==> src/rtl/decode_stage_pkg.sv <==
// Shared definitions for the decode stage: widths, opcodes, field positions,
// FSM encoding and the ID/EX latch payload.
package decode_stage_pkg;

  localparam int unsigned NREGS = 16;
  localparam int unsigned DW    = 16;
  localparam int unsigned AW    = 4;
  localparam int unsigned OPW   = 4;

  // Instruction field positions
  localparam int unsigned OP_LSB = 12;
  localparam int unsigned RD_LSB = 8;
  localparam int unsigned RS_LSB = 4;
  localparam int unsigned RT_LSB = 0;

  // Opcodes
  localparam logic [OPW-1:0] OP_NOP  = 4'h0;
  localparam logic [OPW-1:0] OP_ADD  = 4'h1;
  localparam logic [OPW-1:0] OP_SUB  = 4'h2;
  localparam logic [OPW-1:0] OP_AND  = 4'h3;
  localparam logic [OPW-1:0] OP_OR   = 4'h4;
  localparam logic [OPW-1:0] OP_ADDI = 4'h5;
  localparam logic [OPW-1:0] OP_LW   = 4'h6;
  localparam logic [OPW-1:0] OP_SW   = 4'h7;
  localparam logic [OPW-1:0] OP_BEQ  = 4'h8;
  localparam logic [OPW-1:0] OP_JMP  = 4'h9;
  localparam logic [OPW-1:0] OP_HALT = 4'hF;

  typedef enum logic {
    RUN    = 1'b0,
    HALTED = 1'b1
  } state_e;

  // ID/EX latch contents
  typedef struct packed {
    logic           valid;
    logic [OPW-1:0] opcode;
    logic [AW-1:0]  rd;
    logic [DW-1:0]  a_val;
    logic [DW-1:0]  b_val;
    logic [DW-1:0]  imm;
    logic [DW-1:0]  pc;
    logic           reg_write;
    logic           mem_read;
    logic           mem_write;
    logic           branch;
    logic           jump;
    logic           illegal;
  } idex_t;

  function automatic logic [DW-1:0] sext4(input logic [3:0] v);
    return {{(DW-4){v[3]}}, v};
  endfunction

  function automatic logic [DW-1:0] sext8(input logic [7:0] v);
    return {{(DW-8){v[7]}}, v};
  endfunction

endpackage

==> src/rtl/decode_stage_register_file.sv <==
// 16x16 register file: two read ports, one write port, r0 hard-wired to zero,
// same-cycle write-to-read bypass, synchronous clear.
module decode_stage_register_file
  import decode_stage_pkg::*;
(
  input  logic          clk,
  input  logic          reset_n,
  input  logic [AW-1:0] ra_addr,
  input  logic [AW-1:0] rb_addr,
  output logic [DW-1:0] ra_data,
  output logic [DW-1:0] rb_data,
  input  logic          we,
  input  logic [AW-1:0] wa,
  input  logic [DW-1:0] wd
);

  logic [DW-1:0] mem [NREGS];

  // Storage: clear on reset, otherwise write any register except r0
  always_ff @(posedge clk) begin
    if (!reset_n) begin
      for (int i = 0; i < NREGS; i++) begin
        mem[i] <= '0;
      end
    end else if (we && (wa != '0)) begin
      mem[wa] <= wd;
    end
  end

  // Read port A with bypass of a same-cycle write
  always_comb begin
    ra_data = '0;
    if (ra_addr != '0) begin
      ra_data = (we && (wa == ra_addr)) ? wd : mem[ra_addr];
    end
  end

  // Read port B with bypass of a same-cycle write
  always_comb begin
    rb_data = '0;
    if (rb_addr != '0) begin
      rb_data = (we && (wa == rb_addr)) ? wd : mem[rb_addr];
    end
  end

endmodule

==> src/rtl/decode_stage.sv <==
// Decode stage: instruction decode, register read, load-use stall, flush,
// RUN/HALTED control and the ID/EX pipeline latch.
module decode_stage
  import decode_stage_pkg::*;
(
  input  logic          clk,
  input  logic          reset_n,
  input  logic [DW-1:0] instruction,
  input  logic [DW-1:0] pc_in,
  input  logic          valid_in,
  input  logic          flush,
  input  logic          wb_en,
  input  logic [AW-1:0] wb_addr,
  input  logic [DW-1:0] wb_data,
  output logic          stall,
  output logic          halted,
  output logic          valid_out,
  output logic [3:0]    opcode_out,
  output logic [3:0]    rd_out,
  output logic [DW-1:0] a_val_out,
  output logic [DW-1:0] b_val_out,
  output logic [DW-1:0] imm_out,
  output logic [DW-1:0] pc_out,
  output logic          reg_write_out,
  output logic          mem_read_out,
  output logic          mem_write_out,
  output logic          branch_out,
  output logic          jump_out,
  output logic          illegal_out
);

  state_e         state;
  idex_t          idex;
  idex_t          dec;
  logic [OPW-1:0] op;
  logic [AW-1:0]  rd;
  logic [AW-1:0]  rs;
  logic [AW-1:0]  rt;
  logic [AW-1:0]  a_addr;
  logic [AW-1:0]  b_addr;
  logic           a_use;
  logic           b_use;
  logic [DW-1:0]  a_rd;
  logic [DW-1:0]  b_rd;
  logic           hazard;
  logic           bubble;

  assign op = instruction[OP_LSB +: OPW];
  assign rd = instruction[RD_LSB +: AW];
  assign rs = instruction[RS_LSB +: AW];
  assign rt = instruction[RT_LSB +: AW];

  decode_stage_register_file u_rf (
    .clk     (clk),
    .reset_n (reset_n),
    .ra_addr (a_addr),
    .rb_addr (b_addr),
    .ra_data (a_rd),
    .rb_data (b_rd),
    .we      (wb_en),
    .wa      (wb_addr),
    .wd      (wb_data)
  );

  // Operand routing: which register feeds each port, and whether it is used
  always_comb begin
    a_addr = '0;
    b_addr = '0;
    a_use  = 1'b0;
    b_use  = 1'b0;
    case (op)
      OP_ADD, OP_SUB, OP_AND, OP_OR: begin
        a_addr = rs; a_use = 1'b1;
        b_addr = rt; b_use = 1'b1;
      end
      OP_ADDI: begin
        a_addr = rd; a_use = 1'b1;
      end
      OP_LW: begin
        a_addr = rs; a_use = 1'b1;
      end
      OP_SW: begin
        a_addr = rs; a_use = 1'b1;
        b_addr = rd; b_use = 1'b1;
      end
      OP_BEQ: begin
        a_addr = rd; a_use = 1'b1;
        b_addr = rs; b_use = 1'b1;
      end
      default: ;
    endcase
  end

  // Decoded payload for the current instruction
  always_comb begin
    dec        = '0;
    dec.valid  = 1'b1;
    dec.opcode = op;
    dec.rd     = rd;
    dec.pc     = pc_in;
    dec.a_val  = a_use ? a_rd : '0;
    dec.b_val  = b_use ? b_rd : '0;
    case (op)
      OP_ADD, OP_SUB, OP_AND, OP_OR: dec.reg_write = 1'b1;
      OP_ADDI: begin
        dec.reg_write = 1'b1;
        dec.imm       = sext8(instruction[7:0]);
      end
      OP_LW: begin
        dec.reg_write = 1'b1;
        dec.mem_read  = 1'b1;
        dec.imm       = sext4(instruction[3:0]);
      end
      OP_SW: begin
        dec.mem_write = 1'b1;
        dec.imm       = sext4(instruction[3:0]);
      end
      OP_BEQ: begin
        dec.branch = 1'b1;
        dec.imm    = sext4(instruction[3:0]);
      end
      OP_JMP: begin
        dec.jump = 1'b1;
        dec.imm  = {pc_in[15:12], instruction[11:0]};
      end
      OP_NOP, OP_HALT: ;
      default: dec.illegal = 1'b1;
    endcase
  end

  // Load-use: the load in ID/EX targets a register this instruction reads
  assign hazard = valid_in && (state == RUN) && idex.valid && idex.mem_read &&
                  (idex.rd != '0) &&
                  ((a_use && (a_addr == idex.rd)) || (b_use && (b_addr == idex.rd)));

  assign stall  = (state == HALTED) || (hazard && !flush);
  assign bubble = (state == HALTED) || flush || !valid_in || hazard;

  // FSM and ID/EX latch
  always_ff @(posedge clk) begin
    if (!reset_n) begin
      state <= RUN;
      idex  <= '0;
    end else begin
      idex <= bubble ? idex_t'('0) : dec;
      if ((state == RUN) && !bubble && (op == OP_HALT)) begin
        state <= HALTED;
      end
    end
  end

  assign halted        = (state == HALTED);
  assign valid_out     = idex.valid;
  assign opcode_out    = idex.opcode;
  assign rd_out        = idex.rd;
  assign a_val_out     = idex.a_val;
  assign b_val_out     = idex.b_val;
  assign imm_out       = idex.imm;
  assign pc_out        = idex.pc;
  assign reg_write_out = idex.reg_write;
  assign mem_read_out  = idex.mem_read;
  assign mem_write_out = idex.mem_write;
  assign branch_out    = idex.branch;
  assign jump_out      = idex.jump;
  assign illegal_out   = idex.illegal;

endmodule

==> config.mk <==
export PLATFORM = sky130hd
export DESIGN_NAME = decode_stage
export DESIGN_NICKNAME = d
export VERILOG_FILES = /design/src/rtl/decode_stage_pkg.sv /design/src/rtl/decode_stage_register_file.sv /design/src/rtl/decode_stage.sv
export SDC_FILE = /design/constraint.sdc
export NUM_CORES = 1
export LEC_CHECK = 0
export CAP_MARGIN = 20
export CORE_ASPECT_RATIO = 0.6
export CORE_UTILIZATION = 53
export CTS_CLUSTER_SIZE = 16
export DETAILED_ROUTE_END_ITERATION = 10
export HOLD_SLACK_MARGIN = 0.1
export PLACE_DENSITY_LB_ADDON = 0.2
export SLEW_MARGIN = 20
export SYNTH_ARGS = -nofsm -noshare
export SYNTH_HDL_FRONTEND = slang
export SYNTH_HIERARCHICAL = 1
export SYNTH_SLANG_ARGS = --single-unit
==> constraint.sdc <==
create_clock -name clk -period 2.8 [get_ports clk]
set_clock_uncertainty 0.1 [all_clocks]
set_input_delay 0.42 -clock clk [delete_from_list [all_inputs] [get_ports clk]]
set_output_delay 0.42 -clock clk [all_outputs]
set_load 0.02 [all_outputs]
# ---- Yosys cells after proc, flatten, opt, wreduce, memory -nomap -nowiden
# Memory sizes are Yosys's and may differ from the RTL's.
# Cells that the tools add are included.
dict set report op_classes {
  eq_ne 14
  reduce_logical 38
  mux 25
  bitwise_logic 6
}
# op n
set op_table {}
lappend op_table {{$mux 16} 7}
lappend op_table {{$mux 79} 1}
lappend op_table {{$pmux 16 s3} 1}
lappend op_table {{$reduce_or 6->1} 3}
lappend op_table {{$eq 4x3->1 const B} 4}
lappend op_table {{$eq 4x4->1} 4}
lappend op_table {{$reduce_bool 4->1} 4}
lappend op_table {{$reduce_or 16->1} 1}
lappend op_table {{$logic_and 1x1->1} 13}
lappend op_table {{$mux 1} 13}
lappend op_table {{$eq 4x4->1 const B} 3}
lappend op_table {{$pmux 4 s3} 1}
lappend op_table {{$reduce_or 4->1} 3}
lappend op_table {{$reduce_or 11->1} 1}
lappend op_table {{$eq 4x2->1 const B} 2}
lappend op_table {{$pmux 4 s2} 1}
lappend op_table {{$reduce_or 8->1} 1}
lappend op_table {{$not 1->1} 6}
lappend op_table {{$logic_or 1x1->1} 5}
lappend op_table {{$eq 4x1->1 const B} 1}
lappend op_table {{$logic_not 4->1} 1}
lappend op_table {{$mux 4} 1}
lappend op_table {{$reduce_or 2->1} 2}
lappend op_table {{$logic_not 1->1} 3}
lappend op_table {{$reduce_or 3->1} 1}
dict set report word_totals {
  wordCells 98
  ramBits 256
  in_bits 57
  out_inout_bits 81
  regBits 80
  mem_count 1
}
# name depth width rd rd_clocked_by_memory_dff write_ports line
set mem_list {}
lappend mem_list {u_rf.mem 16 16 2 0 16 decode_stage_register_file.sv:17} ;# logic [DW-1:0] mem [NREGS];

# ---- Longest topological paths before layout
# Gate-level depths: netlist (run 1).
dict set report depth {
  depth_word 11
  mapped_depth 16
  ltp_nobuf 10
}

# ---- Cells and area by module
# Netlist (run 1), hierarchy kept.
# module instances area_each_um2 cells_per_inst seq_area_each_um2
set modules_own_cells {}
lappend modules_own_cells {decode_stage_register_file 1 14142.3 1049 7687.4}
lappend modules_own_cells {decode_stage 1 3025.4 349 1601.5}

# ---- Worst setup path after synthesis (run 1)
# OpenSTA, ideal clock, no wires.
dict set report synth_timing {
  kind {in2reg}
  from {input port instruction[13]}
  to {register idex (netlist bit a_val_out[5])}
  stages 11
  path_buffers 3
  arrival_ps 2586
  required_time_ps 2587
  path_slack_ps 0
  setup_time_ps 113
  path_cell_list {buf_2 nor4b_2 nand2_1 o211ai_1 buf_4 buf_6 mux4_2 a211oi_1 a31oi_1 nand3_1 nor2_1}
}
dict set report synth_between {
  elab_chain_len 9
  word_cells_on_any_way 32
  cone_classes {11 x eq/ne; 5 x mux; 2 x bitwise; 13 x reduce/logical; 1 x memory}
}
# item line
set synth_rtl {}
lappend synth_rtl {{from (decl)} decode_stage.sv:8} ;# input logic [DW-1:0] instruction,
lappend synth_rtl {{$eq 4x3->1, or another cell as far along} decode_stage.sv:71} ;# case (op)
lappend synth_rtl {{$reduce_or 6->1 (no source line) or $reduce_or 2->1 (tied branches)} -}
lappend synth_rtl {{$pmux 4 s2 *} decode_stage.sv:71}
lappend synth_rtl {{net a_addr[0]} decode_stage.sv:39} ;# logic [AW-1:0] a_addr;
lappend synth_rtl {{$eq 4x4->1} decode_stage.sv:134} ;# ((a_use && (a_addr == idex.rd)) || (b_use && (b_addr == idex.rd)));
lappend synth_rtl {{$logic_and 1x1->1} decode_stage.sv:134}
lappend synth_rtl {{$logic_or 1x1->1} decode_stage.sv:134}
lappend synth_rtl {{$logic_and 1x1->1} decode_stage.sv:133} ;# (idex.rd != '0) &&
lappend synth_rtl {{$logic_or 1x1->1} decode_stage.sv:137} ;# assign bubble = (state == HALTED) || flush || !valid_in || hazard;
lappend synth_rtl {{$reduce_or 4->1 (no source line)} -}
lappend synth_rtl {{to (signal assigned)} decode_stage.sv:145} ;# idex <= bubble ? idex_t'('0) : dec;
lappend synth_rtl {{to (decl)} decode_stage.sv:33} ;# idex_t idex;
# Mark *: on every way through the listed nets, which the timed path passes. The rest lies on a longest branch.
# A chain may end at the register's enable or synchronous reset.

# ---- Worst setup path after layout (run 1)
dict set report layout_timing {
  from {input port instruction[14]}
  to {output port stall}
}
dict set report layout_between {
  elab_chain_len 9
  word_cells_on_any_way 25
  cone_classes {10 x eq/ne; 4 x mux; 11 x reduce/logical}
}
# item line
set layout_rtl {}
lappend layout_rtl {{$eq 4x3->1, or another cell as far along} decode_stage.sv:71}
lappend layout_rtl {{$reduce_or 6->1 (no source line) or $reduce_or 2->1 (tied branches)} -}
lappend layout_rtl {{$pmux 4 s2 *} decode_stage.sv:71}
lappend layout_rtl {{net a_addr[0]} decode_stage.sv:39}
lappend layout_rtl {{$eq 4x4->1 *} decode_stage.sv:134}
lappend layout_rtl {{$logic_and 1x1->1 *} decode_stage.sv:134}
lappend layout_rtl {{$logic_or 1x1->1 *} decode_stage.sv:134}
lappend layout_rtl {{$logic_and 1x1->1 *} decode_stage.sv:133}
lappend layout_rtl {{$logic_and 1x1->1 *} decode_stage.sv:136} ;# assign stall = (state == HALTED) || (hazard && !flush);
lappend layout_rtl {{$logic_or 1x1->1 *} decode_stage.sv:136}
lappend layout_rtl {{to (decl)} decode_stage.sv:15} ;# output logic stall,
# Marks and branches as above.

==> results.json, run 1 <==
{
  "status": "complete, but fails checks",
  "violations": "setup timing",
  "multi_input_area_sq_mm": 0.007395,
  "final_cell_mix": "256 x edfxtp_1, 240 x and2_1, 190 x buf_4, 130 x mux2i_1, 121 x clkdlybuf4s50_1",
  "dieArea_sq_mm": 0.03314,
  "vias": 13514,
  "core_region_area_sq_mm": 0.03153,
  "cp.required_ps": 2280,
  "min_from": "instruction[2]",
  "synthTopCellsByArea": "edfxtp_1 45%, dfxtp_1 9.3%, and2_1 8.7%",
  "dieHeight_um": 141.4,
  "n_fill_cell": 2202,
  "synth_seq_cells": 336,
  "path_cells": "buf_8 -> buf_8 -> and2b_2 -> o211ai_1 -> o211ai_1 -> buf_4 -> xor2_1 -> nor4_2 -> nor2_1 -> o21ai_1 -> buf_4",
  "pwr-share-seq": 0.451,
  "grt_max_degree": 34,
  "utilization": 0.6981,
  "tns_ps": -1.692,
  "drv_slew": 0,
  "io_buffers": 137,
  "hpwl_mm": 40.76,
  "final_area_sq_mm": 0.02201,
  "htree_levels": 2,
  "maxCapViolCount": 0,
  "min_path_type": "input pin to flop",
  "cts_tree": "done",
  "cts_num_sinks": 336,
  "antenna_found_initial": 0,
  "slew_headroom": 0.3961,
  "grt_pass1_wl_mm": 82.35,
  "rsz0062_at_grt": "true",
  "r2r_start": "rd_out[1]",
  "synthToLayoutAreaGrowth_pct": 28.22,
  "drtAntennaViolNets": 0,
  "yosys_warnings": 6,
  "slowest_delay_ps": 360,
  "p_per_area_mw_per_mm2": 579.0,
  "setup-violations-final": 1,
  "gr-total-overflow": 0,
  "cp_data_arrival_time_ps": 2280,
  "layout_commonest_cell": "edfxtp_1",
  "fin_crit_ps": 2802,
  "ys_async_sr_fraction": 0,
  "post_drt_wl_per_cell_um": 26.66,
  "netlist.area_leader.share": 0.4478,
  "synth-main-ff-cell": "edfxtp_1",
  "crit_fanout": 6,
  "drt_iter0_drc": 2053,
  "min_period_over_period": 1.001,
  "wl_mm": 56.76,
  "comb_power_share": 0.179,
  "crit_type": "input pin to output port",
  "clk_pin_slew_ps": 60,
  "drc": 0,
  "start_util": 0.5445,
  "track_usage": 0.3403,
  "p_sw_frac": 0.2606,
  "regArea_sq_mm": 0.009289,
  "placed_area_sq_mm": 0.02032,
  "dieWidth_um": 234.4,
  "yosys.area.top_type": "edfxtp_1",
  "r2r_end": "mem_write_out",
  "ff2ff_setup_slack_ps": 460,
  "ys_seq_area_frac": 0.5411,
  "hold_viol_final": 0,
  "clkPwrFrac": 0.370,
  "netlist_area_sq_mm": 0.01717,
  "fin_hold_ws_ps": 151.0,
  "max-vdd-ir-drop_uv": 533.0,
  "tightest_slew_ps": 904.8,
  "numCtsBuffers": 34,
  "hold_path_depth": 2,
  "hold_buffers": 0,
  "cts_max_path_buffers": 3,
  "critPathLaunchType": "input pin",
  "placementRows": 50,
  "p_leak_nw": 7.999,
  "ioPinCount": 138,
  "synth_edf_count": 256,
  "place_ws_ps": -1090,
  "syn_area_per_cell_sq_um": 12.28,
  "r2r_cells": 10,
  "synthDistinctLibCells": 53,
  "setup_slack_ps": -1.692,
  "internal-power_mw": 9.424,
  "final_nets": 1745,
  "clock_latency_ps": 540,
  "max_freq_mhz": 356.9,
  "hold-path-endpoint": "imm_out[2]",
  "cpMaxStageDelayCell": "nor4_2",
  "endpoint_kind": "output port",
  "synthCells": 1398,
  "cts_root_buf": "clkbuf_16",
  "grt_pass1_vias": 12899,
  "power_switching_mw": 3.321,
  "gp_congestion": 0.9527,
  "viasPerCell": 6.348,
  "first_pass_iters": 6,
  "drive_gt1_frac": 0.2418
}
flip-flops by register name, summed over array words and instances, names as in the netlist:
name,flops
mem_read_out,1
jump_out,1
b_val_out,16
opcode_out,4
illegal_out,1
branch_out,1
rd_out,4
u_rf/mem,256
reg_write_out,1
mem_write_out,1
pc_out,16
valid_out,1
imm_out,16
a_val_out,16
halted,1
what timing repair did:
item,in CTS,in global routing
setup buffers,13,10
setup endpoints to repair,48,58
gates cloned,1,4
resized for setup,58,43
pin swaps,10,15
logic make-up after synthesis:
kind of cell           after synthesis  share of synthesized area
multiplexers                       197                     0.1616
XOR/XNOR                            15                   0.008090
buffers and inverters              140                    0.04176
AO/OA/AOI/OAI                      216                    0.08585
flip-flops                         336                     0.5411
AND/OR/NAND/NOR                    493                     0.1614
other                                1                  0.0002184
cell type report:
cell class	instances	share of cell area
well taps	416	0.02365
flip-flops and latches	336	0.4220
repair buffers	370	0.1640
diodes	1	0.0001137
clock inverters	12	0.004945
multi-input cells	937	0.3359
inverters	9	0.002160
clock buffers	48	0.04723
stage by stage:
stage                     cells  power [mW]
after floorplan            1413       6.953
after global placement     2042       7.898
after detailed placement   2042       7.939
after CTS                  2116       12.65
after global routing       2128       13.09
final                      2129       12.75
synth_stat cells (all sizes together) (2+ instances only):
library cell  number
nor3               9
nand3b             2
o21ai             13
nand3             70
or2                5
or3                3
nor4               8
inv                9
a22oi              8
xnor2             12
mux2               2
o221a              4
and2             240
nand4b             2
dfxtp             80
a31oi             31
mux4              64
o31ai             32
nand4              3
nor2              74
buf               63
nand2b             7
a21oi              9
and2b              2
nor2b              9
a211oi            40
o22ai             64
xor2               3
o211ai             9
edfxtp           256
nor3b              4
nand2             47
or2b               2
mux2i            131
o2111ai            3
clkbuf            68
or3b               4
power groups by stage:
stage                     clock [mW]  sequential (mW)  combinational (mW)
final                           4.72             5.75                2.28
after global routing            4.96             5.77                2.37
after CTS                       4.75             5.74                2.16
after detailed placement           0             5.85                2.09
after global placement             0             5.82                2.07
after floorplan                    0             5.82                1.13
worst max path at each step:
stage	slack, ps	start	depth (start not counted)	end
5_1_grt	-80	instruction[14]	12	stall
3_5_place_dp	-1090	instruction[15]	15	a_val_out[11]
3_3_place_gp	-1110	instruction[14]	15	a_val_out[9]
6_report	-2	instruction[14]	11	stall
4_1_cts	-40	instruction[14]	11	stall
2_1_floorplan	0.4	instruction[13]	11	a_val_out[5]
critical path: cells and delay by family:
kind / cells / cell delay [ps]
AOI/OAI and AO/OA: 3 / 500
xor gates and xnor gates: 1 / 140
buffers and inverters: 4 / 550
and+or+nand+nor: 3 / 660
routing by layer:
| layer | wire [um] | vias to the layer above | GRT usage | share of wire |
|---|---|---|---|---|
| li1 | - | 5812 | - | - |
| met4 | 1575 | 0 | 0.09643 | 0.028 |
| met5 | 0 | - | 0 | 0 |
| met2 | 23390 | 874 | 0.4687 | 0.41 |
| met1 | 24710 | 6706 | 0.5360 | 0.44 |
| met3 | 7079 | 122 | 0.07295 | 0.12 |
Note: power is estimated with default switching activity, not from simulation.
==> inputs of run 2 (changes only) <==
--- a/config.mk
+++ b/config.mk
@@ -10,6 +10,7 @@
 export CORE_UTILIZATION = 53
 export CTS_CLUSTER_SIZE = 16
 export DETAILED_ROUTE_END_ITERATION = 10
+export GPL_ROUTABILITY_DRIVEN = 0
 export HOLD_SLACK_MARGIN = 0.1
 export PLACE_DENSITY_LB_ADDON = 0.2
 export SLEW_MARGIN = 20
==> run 2 against run 1 <==
Effect of this change:
- the flow now finishes without violations
- power decreased by 0.75%
- clock-buffer cell count grew 2
- combinational power is essentially flat
- setup slack better by 5.9 ps
- global-route usage barely moved
- sequential power about the same
- routed wire length is 1.1% lower
- non-clock buffer count fell by 19
- worst hold slack worse by 32 ps
- clock power decreased by 2%
- register-to-register slack gained 300 ps
- largest power group unchanged
==> results.json, run 2 (synthesis gave the netlist of run 1 again) <==
{
  "cts_max_path_buffers": 3,
  "placed_area_sq_mm": 0.02034,
  "regMostFlops": "u_rf/mem",
  "vias": 13511,
  "antenna_found_initial": 1,
  "p_leak_nw": 7.958,
  "layout_commonest_cell": "edfxtp_1",
  "io_buffers": 137,
  "final_area_sq_mm": 0.02191,
  "fin_crit_ps": 2796,
  "track_usage": 0.3404,
  "wl_mm": 56.13,
  "r2r_end": "imm_out[11]",
  "r2r_cells": 7,
  "numCtsBuffers": 34,
  "core_region_area_sq_mm": 0.03153,
  "clk_pin_slew_ps": 70,
  "cts_num_sinks": 336,
  "max-vdd-ir-drop_uv": 486.2,
  "grt_max_degree": 38,
  "endpoint_kind": "output port",
  "start_util": 0.5445,
  "htree_levels": 2,
  "critPathLaunchType": "input pin",
  "hpwl_mm": 40.49,
  "min_path_type": "input pin to flop",
  "largest_reg_flops": 256,
  "crit_type": "input pin to output port",
  "drv_slew": 0,
  "dieArea_sq_mm": 0.03314,
  "p_per_area_mw_per_mm2": 577.2,
  "placementRows": 50,
  "ff2ff_setup_slack_ps": 760,
  "gr-total-overflow": 0,
  "viasPerCell": 6.400,
  "utilization": 0.6950,
  "cp_data_arrival_time_ps": 2280,
  "grt_pass1_vias": 12922,
  "cts_root_buf": "clkbuf_16",
  "drive_gt1_frac": 0.2340,
  "dieHeight_um": 141.4,
  "final_cell_mix": "256 x edfxtp_1, 240 x and2_1, 172 x buf_4, 130 x mux2i_1, 120 x clkdlybuf4s50_1",
  "tightest_slew_ps": 850.7,
  "drtAntennaViolNets": 0,
  "cts_tree": "done",
  "ioPinCount": 138,
  "first_pass_iters": 7,
  "rsz0062_at_grt": "true",
  "cp.required_ps": 2280,
  "hold-path-endpoint": "imm_out[2]",
  "clock_latency_ps": 530,
  "grt_pass1_wl_mm": 82.29,
  "status": "completed",
  "hold_path_depth": 2,
  "dieWidth_um": 234.4,
  "post_drt_wl_per_cell_um": 26.59,
  "setup-violations-final": 0,
  "hold_buffers": 0,
  "drc": 0,
  "slew_headroom": 0.4311,
  "max_freq_mhz": 357.7,
  "drt_iter0_drc": 1995,
  "hold_viol_final": 0,
  "final_nets": 1726,
  "min_from": "instruction[2]",
  "synthToLayoutAreaGrowth_pct": 27.65,
  "r2r_start": "rd_out[3]",
  "maxCapViolCount": 0,
  "crit_fanout": 5,
  "min_period_over_period": 0.9985
}
run 2: cell types whose count changed in the layout (fill, tap and decap cells not counted), moves of 4 or more:
cell / before / now
buf_12: 27 / 33
buf_4: 190 / 172
clkbuf_16: 43 / 39
nor2b_4: 0 / 4
o22ai_1: 63 / 54
o22ai_2: 1 / 8
run 2: worst max-delay path by stage:
stage / start / endpoint / slack [ps] / cells after the start
2_1_floorplan: instruction[13] / a_val_out[5] / 0.4 / 11
3_3_place_gp: instruction[14] / a_val_out[10] / -1000 / 12
3_5_place_dp: instruction[14] / a_val_out[10] / -1020 / 12
4_1_cts: instruction[6] / stall / -50 / 9
5_1_grt: instruction[14] / stall / -20 / 11
6_report: instruction[14] / stall / 4 / 13
run 2: worst max-delay path, stage by stage:
cell	delay [ps]
buf_8	110
buf_6	120
nor4b_4	260
buf_4	190
buf_6	90
nand2_2	40
o211ai_1	130
mux2i_1	130
nor4_2	290
buf_4	170
nor2_2	30
o21ai_1	120
buf_4	150
run 2: metrics by stage:
step	power, mW	cells	hold slack, ps	worst slack (ps)	setup TNS, ps
after detailed placement	7.939	2035	381.7	-1019	-52100
after floorplan	6.953	1413	432.7	0.4161	0
after global routing	12.99	2108	127.8	-24.62	-25.03
after CTS	12.58	2104	249.8	-50.07	-56.45
after global placement	7.896	2035	383.2	-1005	-48600
final	12.65	2111	118.9	4.232	0
run 2: layer usage:
| layer | track usage | vias to the layer above | wire length, um |
|---|---|---|---|
| met5 | 0 | - | 0 |
| met4 | 0.09474 | 0 | 1635 |
| met3 | 0.09305 | 144 | 7803 |
| met2 | 0.4762 | 984 | 23390 |
| met1 | 0.5171 | 6597 | 23300 |
| li1 | - | 5786 | - |
run 2: what timing repair did:
action / CTS / global route
endpoints found under the hold margin: 0 / 0
buffers inserted: 9 / 3
pin swaps: 5 / 15
gates resized for setup: 60 / 39
endpoints found under the setup margin: 51 / 31
cloned: 1 / 0
run 2: final cells by class:
cell class,count,area (sq um)
antenna,3,7.507
clock buffer,50,1047
clock inverter,9,70.07
fill,2208,9615
inverter,9,36.28
multi-input combinational,937,7466
sequential,336,9289
tap,416,520.5
timing repair buffer,351,3478
run 2: power breakdown:
part           leakage (nW)  switching [mW]  internal (mW)  total [mW]
sequential             3.09           0.144           5.61        5.75
clock                 0.555            1.93           2.69        4.62
combinational          4.31            1.24           1.04        2.28
total                  7.96            3.31           9.34        12.6
